**src/rtl/dds_wave_gen.sv**
```systemverilog
// DDS waveform generator: phase accumulator, quarter-wave sine table and a fixed 5-stage pipeline
// producing sine, triangle, square or sawtooth samples scaled by amp.
module dds_wave_gen #(
  parameter int unsigned ACC_W     = 32,
  parameter int unsigned LUT_AW    = 10,
  parameter int unsigned OUT_W     = 16,
  parameter              INIT_FILE = "sin_quarter.hex"
) (
  input  logic              clka,
  input  logic              rstn,
  input  logic              en,
  input  logic              sync_clr,
  input  logic [ACC_W-1:0]  freq_word,
  input  logic [LUT_AW-1:0] phase_off,
  input  logic [1:0]        mode,
  input  logic [OUT_W-1:0]  amp,
  output logic [OUT_W-1:0]  dout,
  output logic              dout_valid,
  output logic              phase_wrap
);

  localparam int unsigned IW = LUT_AW - 2;
  localparam int unsigned N  = 2 ** IW;

  typedef enum logic [1:0] {ModeSine, ModeTri, ModeSquare, ModeSaw} mode_e;

  // Quarter-wave table built at elaboration with the same contents the INIT_FILE image holds.
  function automatic logic [OUT_W-2:0] sin_entry(input int unsigned i);
    real ang;
    real val;
    ang = 1.5707963267948966 * real'(i) / real'(N - 1);
    val = (2.0 ** (OUT_W - 1) - 1.0) * $sin(ang) + 0.5;
    return (OUT_W-1)'($rtoi(val));
  endfunction

  logic [OUT_W-2:0] rom [N];

  for (genvar g = 0; g < N; g++) begin : g_rom
    assign rom[g] = sin_entry(g);
  end

  // Accumulator
  logic [ACC_W-1:0] acc_q;
  logic             phase_wrap_q;
  logic [ACC_W:0]   acc_sum;

  assign acc_sum = {1'b0, acc_q} + {1'b0, freq_word};

  always_ff @(posedge clka or negedge rstn) begin
    if (!rstn) begin
      acc_q        <= '0;
      phase_wrap_q <= 1'b0;
    end else if (sync_clr) begin
      acc_q        <= '0;
      phase_wrap_q <= 1'b0;
    end else if (en) begin
      acc_q        <= acc_sum[ACC_W-1:0];
      phase_wrap_q <= acc_sum[ACC_W];
    end else begin
      phase_wrap_q <= 1'b0;
    end
  end

  // Pipeline registers; mode and amp ride along with each sample.
  logic [LUT_AW-1:0] p1_q, p2_q;
  mode_e             mode1_q, mode2_q;
  logic [OUT_W-1:0]  amp1_q, amp2_q, amp3_q, amp4_q;
  logic              v1_q, v2_q, v3_q, v4_q;
  logic [IW-1:0]     idx2_q;
  logic              neg2_q, neg3_q, saw3_q;
  logic [OUT_W-1:0]  mag3_q, wave4_q;
  logic [OUT_W-1:0]  dout_q;
  logic              dout_valid_q;

  logic [OUT_W-1:0]  mag_d;
  logic [OUT_W-1:0]  saw_ext;
  logic [OUT_W-1:0]  wave_d;

  always_comb begin
    mag_d   = '0;
    saw_ext = OUT_W'({~p2_q[LUT_AW-1], p2_q[LUT_AW-2:0]});
    unique case (mode2_q)
      ModeSine:   mag_d = {1'b0, rom[idx2_q]};
      ModeTri:    mag_d = OUT_W'(idx2_q) << (OUT_W - 1 - IW);
      ModeSquare: mag_d = {1'b0, {(OUT_W-1){1'b1}}};
      ModeSaw:    mag_d = saw_ext << (OUT_W - LUT_AW);
    endcase
  end

  // Sawtooth is already a signed full-scale word; the others are magnitudes below 2^(OUT_W-1).
  always_comb begin
    wave_d = mag3_q;
    if (!saw3_q && neg3_q) begin
      wave_d = -mag3_q;
    end
  end

  logic [2*OUT_W:0] wave_x;
  logic [2*OUT_W:0] amp_x;
  logic [2*OUT_W:0] prod;
  logic             unused_prod;

  assign wave_x      = {{(OUT_W+1){wave4_q[OUT_W-1]}}, wave4_q};
  assign amp_x       = {{(OUT_W+1){1'b0}}, amp4_q};
  assign prod        = wave_x * amp_x;
  assign unused_prod = ^{prod[2*OUT_W], prod[OUT_W-1:0]};

  always_ff @(posedge clka or negedge rstn) begin
    if (!rstn) begin
      p1_q         <= '0;
      mode1_q      <= ModeSine;
      amp1_q       <= '0;
      v1_q         <= 1'b0;
      p2_q         <= '0;
      idx2_q       <= '0;
      neg2_q       <= 1'b0;
      mode2_q      <= ModeSine;
      amp2_q       <= '0;
      v2_q         <= 1'b0;
      mag3_q       <= '0;
      neg3_q       <= 1'b0;
      saw3_q       <= 1'b0;
      amp3_q       <= '0;
      v3_q         <= 1'b0;
      wave4_q      <= '0;
      amp4_q       <= '0;
      v4_q         <= 1'b0;
      dout_q       <= '0;
      dout_valid_q <= 1'b0;
    end else begin
      p1_q         <= acc_q[ACC_W-1 -: LUT_AW] + phase_off;
      mode1_q      <= mode_e'(mode);
      amp1_q       <= amp;
      v1_q         <= en & ~sync_clr;

      idx2_q       <= p1_q[LUT_AW-2] ? ~p1_q[IW-1:0] : p1_q[IW-1:0];
      neg2_q       <= p1_q[LUT_AW-1];
      p2_q         <= p1_q;
      mode2_q      <= mode1_q;
      amp2_q       <= amp1_q;
      v2_q         <= v1_q;

      mag3_q       <= mag_d;
      neg3_q       <= neg2_q;
      saw3_q       <= (mode2_q == ModeSaw);
      amp3_q       <= amp2_q;
      v3_q         <= v2_q;

      wave4_q      <= wave_d;
      amp4_q       <= amp3_q;
      v4_q         <= v3_q;

      dout_valid_q <= v4_q;
      if (v4_q) begin
        dout_q <= prod[2*OUT_W-1:OUT_W];
      end
    end
  end

  assign dout       = dout_q;
  assign dout_valid = dout_valid_q;
  assign phase_wrap = phase_wrap_q;

endmodule
```
**config.mk**
```make
export PLATFORM = sky130hd
export DESIGN_NAME = dds_wave_gen
export DESIGN_NICKNAME = d
export VERILOG_FILES = /design/src/rtl/dds_wave_gen.sv
export SDC_FILE = /design/constraint.sdc
export NUM_CORES = 1
export LEC_CHECK = 0
export ABC_AREA = 1
export ABC_CLOCK_PERIOD_IN_PS = 15800
export BUFFER_PORTS_ARGS = -buffer_cell sky130_fd_sc_hd__buf_2
export CAP_MARGIN = 5
export CORE_MARGIN = 5
export CORE_UTILIZATION = 59
export DETAILED_ROUTE_END_ITERATION = 8
export MAX_ROUTING_LAYER = met4
export PLACE_DENSITY = 0.77
export SYNTH_ARGS = -nofsm -noshare
export SYNTH_HDL_FRONTEND = slang
export SYNTH_SLANG_ARGS = --single-unit
```
**constraint.sdc**
```tcl
create_clock -name clka -period 15.8 [get_ports clka]
set_input_delay 3.16 -clock clka [delete_from_list [all_inputs] [get_ports clka]]
set_output_delay 3.16 -clock clka [all_outputs]
set_load 0.03 [all_outputs]
```
; ---- Yosys cells after proc, flatten, opt, wreduce, memory -nomap -nowiden
; Memory sizes are Yosys's and may differ from the RTL's.
; Index checks and enable logic that the tools add are counted.
[totals]
register_bits = 185
n_memories = 1
output_inout_bits = 18
rom_bits = 3840
[memory_table]
columns = memory, words, width, read_ports, rd_ports_with_merged_regs, wr, line_no
row1 = (no name shown), 256, 15, 1, 0, 0, 83  ; ModeSine: mag_d = {1'b0, rom[idx2_q]};
[op_classes]
mul = 1
eq_ne = 3
n_reduce_logical = 4
bitwise = 5
add_sub_neg = 3
order_cmp = 1
n_mux = 9
[op_table]
columns = op, count
row1 = 32-bit 2-to-1 mux, 2
row2 = 16-bit case mux with 4 select lines, 1
row3 = 32-bit by 32-bit adder with 33-bit output, 1
row4 = 16-bit by 17-bit multiplier with 32-bit output, 1
row5 = 15-bit 2-to-1 mux, 2
row6 = 16-bit 2-to-1 mux, 1
row7 = 16-bit negation, 1
row8 = 10-bit adder, 1
row9 = 9-bit >= comparator (second input constant), 1
row10 = 8-bit NOT with 9-bit output, 1
row11 = 8-bit 2-to-1 mux, 1
row12 = 8-bit NOT, 1
row13 = 2-bit equality test (second input constant), 2
row14 = 2-bit by 1-bit equality test with 1-bit output (second input constant), 1
row15 = 2-bit zero test, 1
row16 = 1-bit 2-to-1 mux, 2
row17 = 1-bit NOT, 2
row18 = 2-bit nonzero test, 1
row19 = 1-bit bitwise AND, 1
row20 = 1-bit logical AND, 1
row21 = 1-bit zero test, 1

; ---- Depth between registers and ports, before layout
; Gate-level depths: netlist of run 1.
[logic_depth]
ltp_word = 5
mapped_depth = 26
depth_no_buf = 24

; ---- Worst setup path after synthesis of run 1
; OpenSTA, ideal clock, no wires.
[synth_path]
kind = reg-to-reg
start = register amp4_q[7]
end = register dout_q[11] (netlist: dout[11])
arrival_time_ns = 5.146
setup_ns = 0.118
setup_slack_ns = 10.536
path_buffers = 2
t_required_ns = 15.682
synth_period_minus_slack_ns = 5.264
stages_incl_launch_ff = 26
path_cell_list = dfrtp_1 > clkbuf_1 > clkbuf_1 > nand2_1 > fa_1 > inv_1 > fa_1 > inv_1 > fa_1 > inv_1 > fa_1 > fa_1 > inv_1 > fa_1 > inv_1 > ha_1 > nand2_1 > inv_1 > nand2_1 > nand2_1 > a21oi_1 > nor2_1 > nor2_1 > nand3_1 > nand3_1 > nand2_1
[synth_between]
elab_chain_len = 1
[synth_rtl]
columns = item, line_no
row1 = from (decl), 67  ; logic [OUT_W-1:0] amp1_q, amp2_q, amp3_q, amp4_q;
row2 = from (signal assigned), 150  ; amp4_q <= amp3_q;
row3 = 16-bit by 17-bit multiplier with 32-bit output, 105  ; assign prod = wave_x * amp_x;
row4 = to (signal assigned), 155  ; dout_q <= prod[2*OUT_W-1:OUT_W];
row5 = to (decl), 72  ; logic [OUT_W-1:0] dout_q;
; Every way passes these cells.
; A chain may end at the register's enable or synchronous reset.

; ---- Worst setup path after layout of run 1
[layout_path]
start = register wave4_q[5]
end = register dout_q[13] (netlist: dout[13])
[layout_between]
elab_chain_len = 1
[layout_rtl]
columns = item, line_no
row1 = from (decl), 71  ; logic [OUT_W-1:0] mag3_q, wave4_q;
row2 = from (signal assigned), 149  ; wave4_q <= wave_d;
row3 = 16-bit by 17-bit multiplier with 32-bit output, 105
; Every way passes these cells.

==> flow_summary.yaml, run 1 <==
sta:
  min_period_ns: 5.78
  relSlewSlack_pct: 35.0
  hold_ws_ns: 0.340
  setup_viol: 0
  max_freq_ghz: 0.173
  worstMarginPinSlew_ns: 0.975
  fin_worst_skew_ns: 0.0164
  finalCritPeriodShare_pct: 36.6
  finalHoldViolCount: 0
  rsz0062_at_grt: "no"
  slew_violations: 0
  finalSetupTns_ns: 0
cells_and_area:
  final_core_util_pct: 62.4
  fin_nets: 3526
  design_area_mm2: 0.0227
  drive_gt1_share_pct: 5.76
  syn2layout_area_growth_pct: 5.28
place:
  placed_area_mm2: 0.0221
  portBuffers: 81
  hpwl_mm: 53.6
  gp_congestion: 1.05
synthesis:
  netlist-cell-type-count: 44
  synthSimpleGateAreaFrac_pct: 28.6
  synth.area.mux_share_pct: 0
  yosysWarnings: 0
  ys_seq_area_share_pct: 21.4
  synth_area_leader_cell: "dfrtp_1"
  synth_area_leaders: "dfrtp_1 21%, fa_1 18%, nand2_1 17%"
  synth_top_family_by_area: "simple AND/OR/NAND/NOR gates"
  yosysTopAreaCellShare_pct: 21.4
  synth-adder-area-share_pct: 28.2
  syn-instance-count: 3095
  synth_xor_area_share_pct: 1.38
  syn_avg_cell_area_um2: 6.96
  ys_ff_latch: 184
  syn_area_mm2: 0.0215
  synth_edf_count: 0
  synth_compound_area_share_pct: 7.72
  syn_nets: 3528
  synthFlopType: "dfrtp_1"
  async_flop_share_pct: 100
grt:
  gr-total-overflow: 0
  grt_use_total_pct: 35.7
  grt_max_degree: 119
  grt_pass1_vias: 20967
  grt_pass1_wl_mm: 112
  antenna_found_initial: 3
die:
  start_util_pct: 59.3
  io_pins: 82
  fp-row-count: 70
  die_x_um: 201
  core_mm2: 0.0363
  dieHeight_um: 201
  die_area_mm2: 0.0404
run_status:
  status: "complete, no violations"
clock_tree:
  cts_root_buffer: "clkbuf_16"
  postCtsSetupBuffers: 0
  cts.sinks: 184
  clock_path_buffers: 2
  path_clk_slew_ns: 0.08
  numCtsBuffers: 17
  clock_latency_ns: 0.46
  cts_tree: "done"
  cts_resized: 0
  hold_buffers: 0
  htree_levels: 4
route:
  via_count: 20809
  drt_first_pass_iters: 6
  drt-total-wl_mm: 70.8
  drc: 0
  ant_nets: 0
  drtIter0Drc: 2198
  wl_per_cell_um: 19.8
  via_per_inst: 5.82
hold_path:
  hp-class: "reg2reg"
setup_path:
  crit_type: "reg2reg"
  cp-start-kind: "flip-flop"
  crit_arrival_ns: 6.13
  critPathMaxFanout: 16
  cp.required_ns: 16.15
  end_kind: "flip-flop"
job:
  maxCapViolations: 0
==> flip-flops by register name, indices dropped and copies added, names as in the netlist, 8 cells and up <==
register,flops
mag3_q,16
wave4_q,16
dout,16
acc_q,32
amp2_q,16
p2_q,9
amp1_q,16
idx2_q,8
amp3_q,16
p1_q,10
amp4_q,16
==> placed cells by master, fill, tap and decap left out, types with 10 or more instances in the layout <==
cell       Yosys  final
fa_1         195    195
clkbuf_16      0     17
or2_2         13     13
o21bai_1      11     11
xor2_1        23     23
dfrtp_1      184    182
a21oi_1      133    133
nand4_1       20     20
nor3_1        22     22
o21ai_1       14     14
xnor2_1       11     11
nand2_1      999    999
buf_2         24     80
buf_4          8     15
nand3_1      219    219
nor2_1       181    179
nand2_2       10     10
inv_1        573    573
o21ai_0      129    129
ha_1         174    174
==> routing by layer <==
layer  vias to the layer above  global-route usage [%]  wire length (um)
li1                       9445                       -                 -
met1                      9859                    43.8             27000
met2                      1175                    55.6             32300
met3                       330                    7.64              6870
met4                         0                    19.6              4650
met5                         -                       -                 0
==> through the flow <==
| stage | worst slack (ns) | cells |
|---|---|---|
| 2_1_floorplan | 10.54 | 3095 |
| 3_3_place_gp | 10.19 | 3542 |
| 3_5_place_dp | 10.08 | 3542 |
| 4_1_cts | 10.09 | 3573 |
| 5_1_grt | 9.70 | 3576 |
| 6_report | 10.02 | 3576 |
==> synthesized netlist by cell type, types with 23 or more instances <==
master	count
a21oi_1	133
buf_2	24
clkbuf_1	72
dfrtp_1	184
fa_1	195
ha_1	174
inv_1	573
nand2_1	999
nand3_1	219
nor2_1	181
o21ai_0	129
xor2_1	23
==> cell families (layout without fill, tap and decap cells) <==
| kind of cell | after synthesis | in the layout |
|---|---|---|
| and+or+nand+nor | 1494 | 1494 |
| adders and majority gates | 369 | 369 |
| other | 0 | 3 |
| xor gates and xnor gates | 34 | 34 |
| AOI/OAI and AO/OA | 313 | 313 |
| DFF | 184 | 184 |
| buffers and inverters | 701 | 711 |
==> final timing paths <==
kind / to / slack [ns] / startpoint / cells past startpoint
max: dout[13] / 10.02 / wave4_q[5] / 24
min: amp4_q[14] / 0.34 / amp3_q[14] / 0
max reg2reg: dout[13] / 10.02 / wave4_q[5] / 24
min reg2reg: amp4_q[14] / 0.34 / amp3_q[14] / 0
max in group asynchronous: idx2_q[2] / 11.48 / rstn / 2
min in group asynchronous: amp3_q[1] / 2.82 / rstn / 1
==> layout make-up <==
cell class	count	area [um2]
tap	468	586
clock buffer	18	429
sequential	184	4610
timing repair buffer	96	527
fill	3272	13700
antenna	3	7.51
multi-input combinational	2210	14200
clock inverter	13	129
inverter	584	2190
==> worst max-delay path, cell delays in order, from the launching register on <==
cell and delay, ns:
dfrtp_1 0.90, nand2_1 0.10, inv_1 0.11, fa_1 0.41, inv_1 0.08, fa_1 0.43, fa_1 0.52, fa_1 0.56
inv_1 0.05, fa_1 0.48, inv_1 0.05, fa_1 0.60, inv_1 0.07, ha_1 0.31, nand2_1 0.11, nor2_1 0.22
inv_1 0.08, nor2_1 0.15, nand2_1 0.06, nand3_1 0.08, nand2_1 0.07, nand2_1 0.08, nand2_1 0.05, nand3_1 0.06
nand2_1 0.05
Power of run 1 is left out: the tool's default activity adds up to more than one toggle a clock period on the data nets, which glitch-free logic cannot reach.
==> inputs of run 2 (changes only) <==
ABC_CLOCK_PERIOD_IN_PS = 5800   (was 15800)
clock period = 5.8 ns   (was 15.8 ns; I/O delays follow)
==> run 2 against run 1 <==
Net effect: wire length hardly changed; final area is 0.83% higher; sequential share of layout area is 0.074 points lower; global-route usage is 0.12 points higher; first-iteration DRC count is 9.1% higher; non-clock buffer count is 17 higher; clock skew is 0.00085 ns lower; worst setup slack worse by 9.8 ns; cell count is 0.42% higher; via count is 0.21% lower; critical path depth is 3 lower; clock-buffer cell count is 1 lower.
==> flow_summary.yaml, run 2 (synthesized netlist as in run 1, its figures left out) <==
run_status:
  status: "complete, no violations"
grt:
  gr-total-overflow: 0
  grt_max_degree: 86
  antenna_found_initial: 0
  grt_use_total_pct: 35.9
  grt_pass1_wl_mm: 111
  grt_pass1_vias: 21060
die:
  die_x_um: 201
  start_util_pct: 59.3
  dieHeight_um: 201
  core_mm2: 0.0363
  io_pins: 82
  fp-row-count: 70
  die_area_mm2: 0.0404
route:
  ant_nets: 0
  via_count: 20766
  drt_first_pass_iters: 7
  wl_per_cell_um: 19.7
  drt-total-wl_mm: 70.8
  drtIter0Drc: 2399
  drc: 0
  via_per_inst: 5.78
setup_path:
  critPathMaxFanout: 16
  crit_arrival_ns: 5.94
  crit_type: "reg2reg"
  timing.rr.start: "wave4_q[13]"
  r2r_cells: 21
  reg2reg_setup_slack_ns: 0.21
  cp-start-kind: "flip-flop"
  end_kind: "flip-flop"
  reg2reg_to: "dout[15]"
  cp.required_ns: 6.16
clock_tree:
  cts.sinks: 184
  path_clk_slew_ns: 0.09
  clock_latency_ns: 0.46
  cts_resized: 0
  postCtsSetupBuffers: 0
  cts_root_buffer: "clkbuf_16"
  cts_tree: "done"
  numCtsBuffers: 17
  clock_path_buffers: 2
  htree_levels: 4
  hold_buffers: 0
sta:
  finalCritPeriodShare_pct: 96.3
  setup_viol: 0
  finalHoldViolCount: 0
  worstMarginPinSlew_ns: 0.909
  relSlewSlack_pct: 39.4
  fin_worst_skew_ns: 0.0156
  rsz0062_at_grt: "yes"
  max_freq_ghz: 0.179
  min_period_ns: 5.59
  slew_violations: 0
cells_and_area:
  layout_common_cells: "999 x nand2_1, 573 x inv_1, 219 x nand3_1"
  num_antenna_cells: 0
  syn2layout_area_growth_pct: 6.15
  top_register: "acc_q"
  largest_register_ffs: 32
  drive_gt1_share_pct: 6.88
  fin_nets: 3543
  final_common_cell: "nand2_1"
  final_core_util_pct: 62.9
hold_path:
  hp-class: "reg2reg"
  min_to: "amp2_q[0]"
  whs_path_depth: 0
  worstHoldStart: "amp1_q[0]"
job:
  maxCapViolations: 0
place:
  gp_congestion: 1.03
  hpwl_mm: 54.1
  portBuffers: 81
run 2: worst max path at each step:
stage,from,to,slack (ns),cells past startpoint
floorplan,amp4_q[7],dout[11],0.54,25
global placement,wave4_q[2],dout[6],0.19,19
detailed placement,wave4_q[2],dout[6],0.15,19
CTS,wave4_q[2],dout[14],0.12,22
global route,wave4_q[15],dout[10],-0.03,22
finish,wave4_q[13],dout[15],0.21,21
run 2: layer usage:
| layer | vias to the layer above | share of wire [%] | global-route usage (%) |
|---|---|---|---|
| met5 | - | 0 | - |
| met4 | 0 | 6.6 | 19.8 |
| met3 | 317 | 9.2 | 7.17 |
| met2 | 1167 | 46 | 56.2 |
| met1 | 9803 | 38 | 43.8 |
| li1 | 9479 | - | - |
run 2: worst max-delay path, stage by stage (launching register included):
cell     delay [ns]
dfrtp_1        0.67
nand2_1        0.21
inv_1          0.09
fa_1           0.54
inv_1          0.06
fa_1           0.50
inv_1          0.05
fa_1           0.45
fa_1           0.51
inv_1          0.06
fa_1           0.58
inv_1          0.07
ha_1           0.30
ha_1           0.43
nand2_1        0.16
or2_2          0.32
nand3_1        0.14
a21oi_1        0.11
nand2_1        0.08
nand2_1        0.04
nand3_1        0.06
nand2_1        0.05
run 2: per-stage QoR:
step / hold slack (ns) / instance area (um2) / setup TNS (ns) / instances / setup WS (ns)
floorplan: 0.331 / 21500 / 0 / 3095 / 0.536
global placement: 0.332 / 22200 / 0 / 3559 / 0.194
detailed placement: 0.335 / 22200 / 0 / 3559 / 0.149
CTS: 0.346 / 22900 / 0 / 3591 / 0.122
global route: 0.349 / 22900 / -0.0291 / 3591 / -0.0291
finish: 0.346 / 22900 / 0 / 3591 / 0.214
run 2: layout make-up:
cell class	count	area (um2)
clock buffers	17	425
clock inverters	15	179
fillers	3174	13500
inverters	584	2190
multi-input cells	2210	14200
flip-flops and latches	184	4630
well taps	468	586
repair buffers	113	654
Power of run 2 is left out for the same reason.
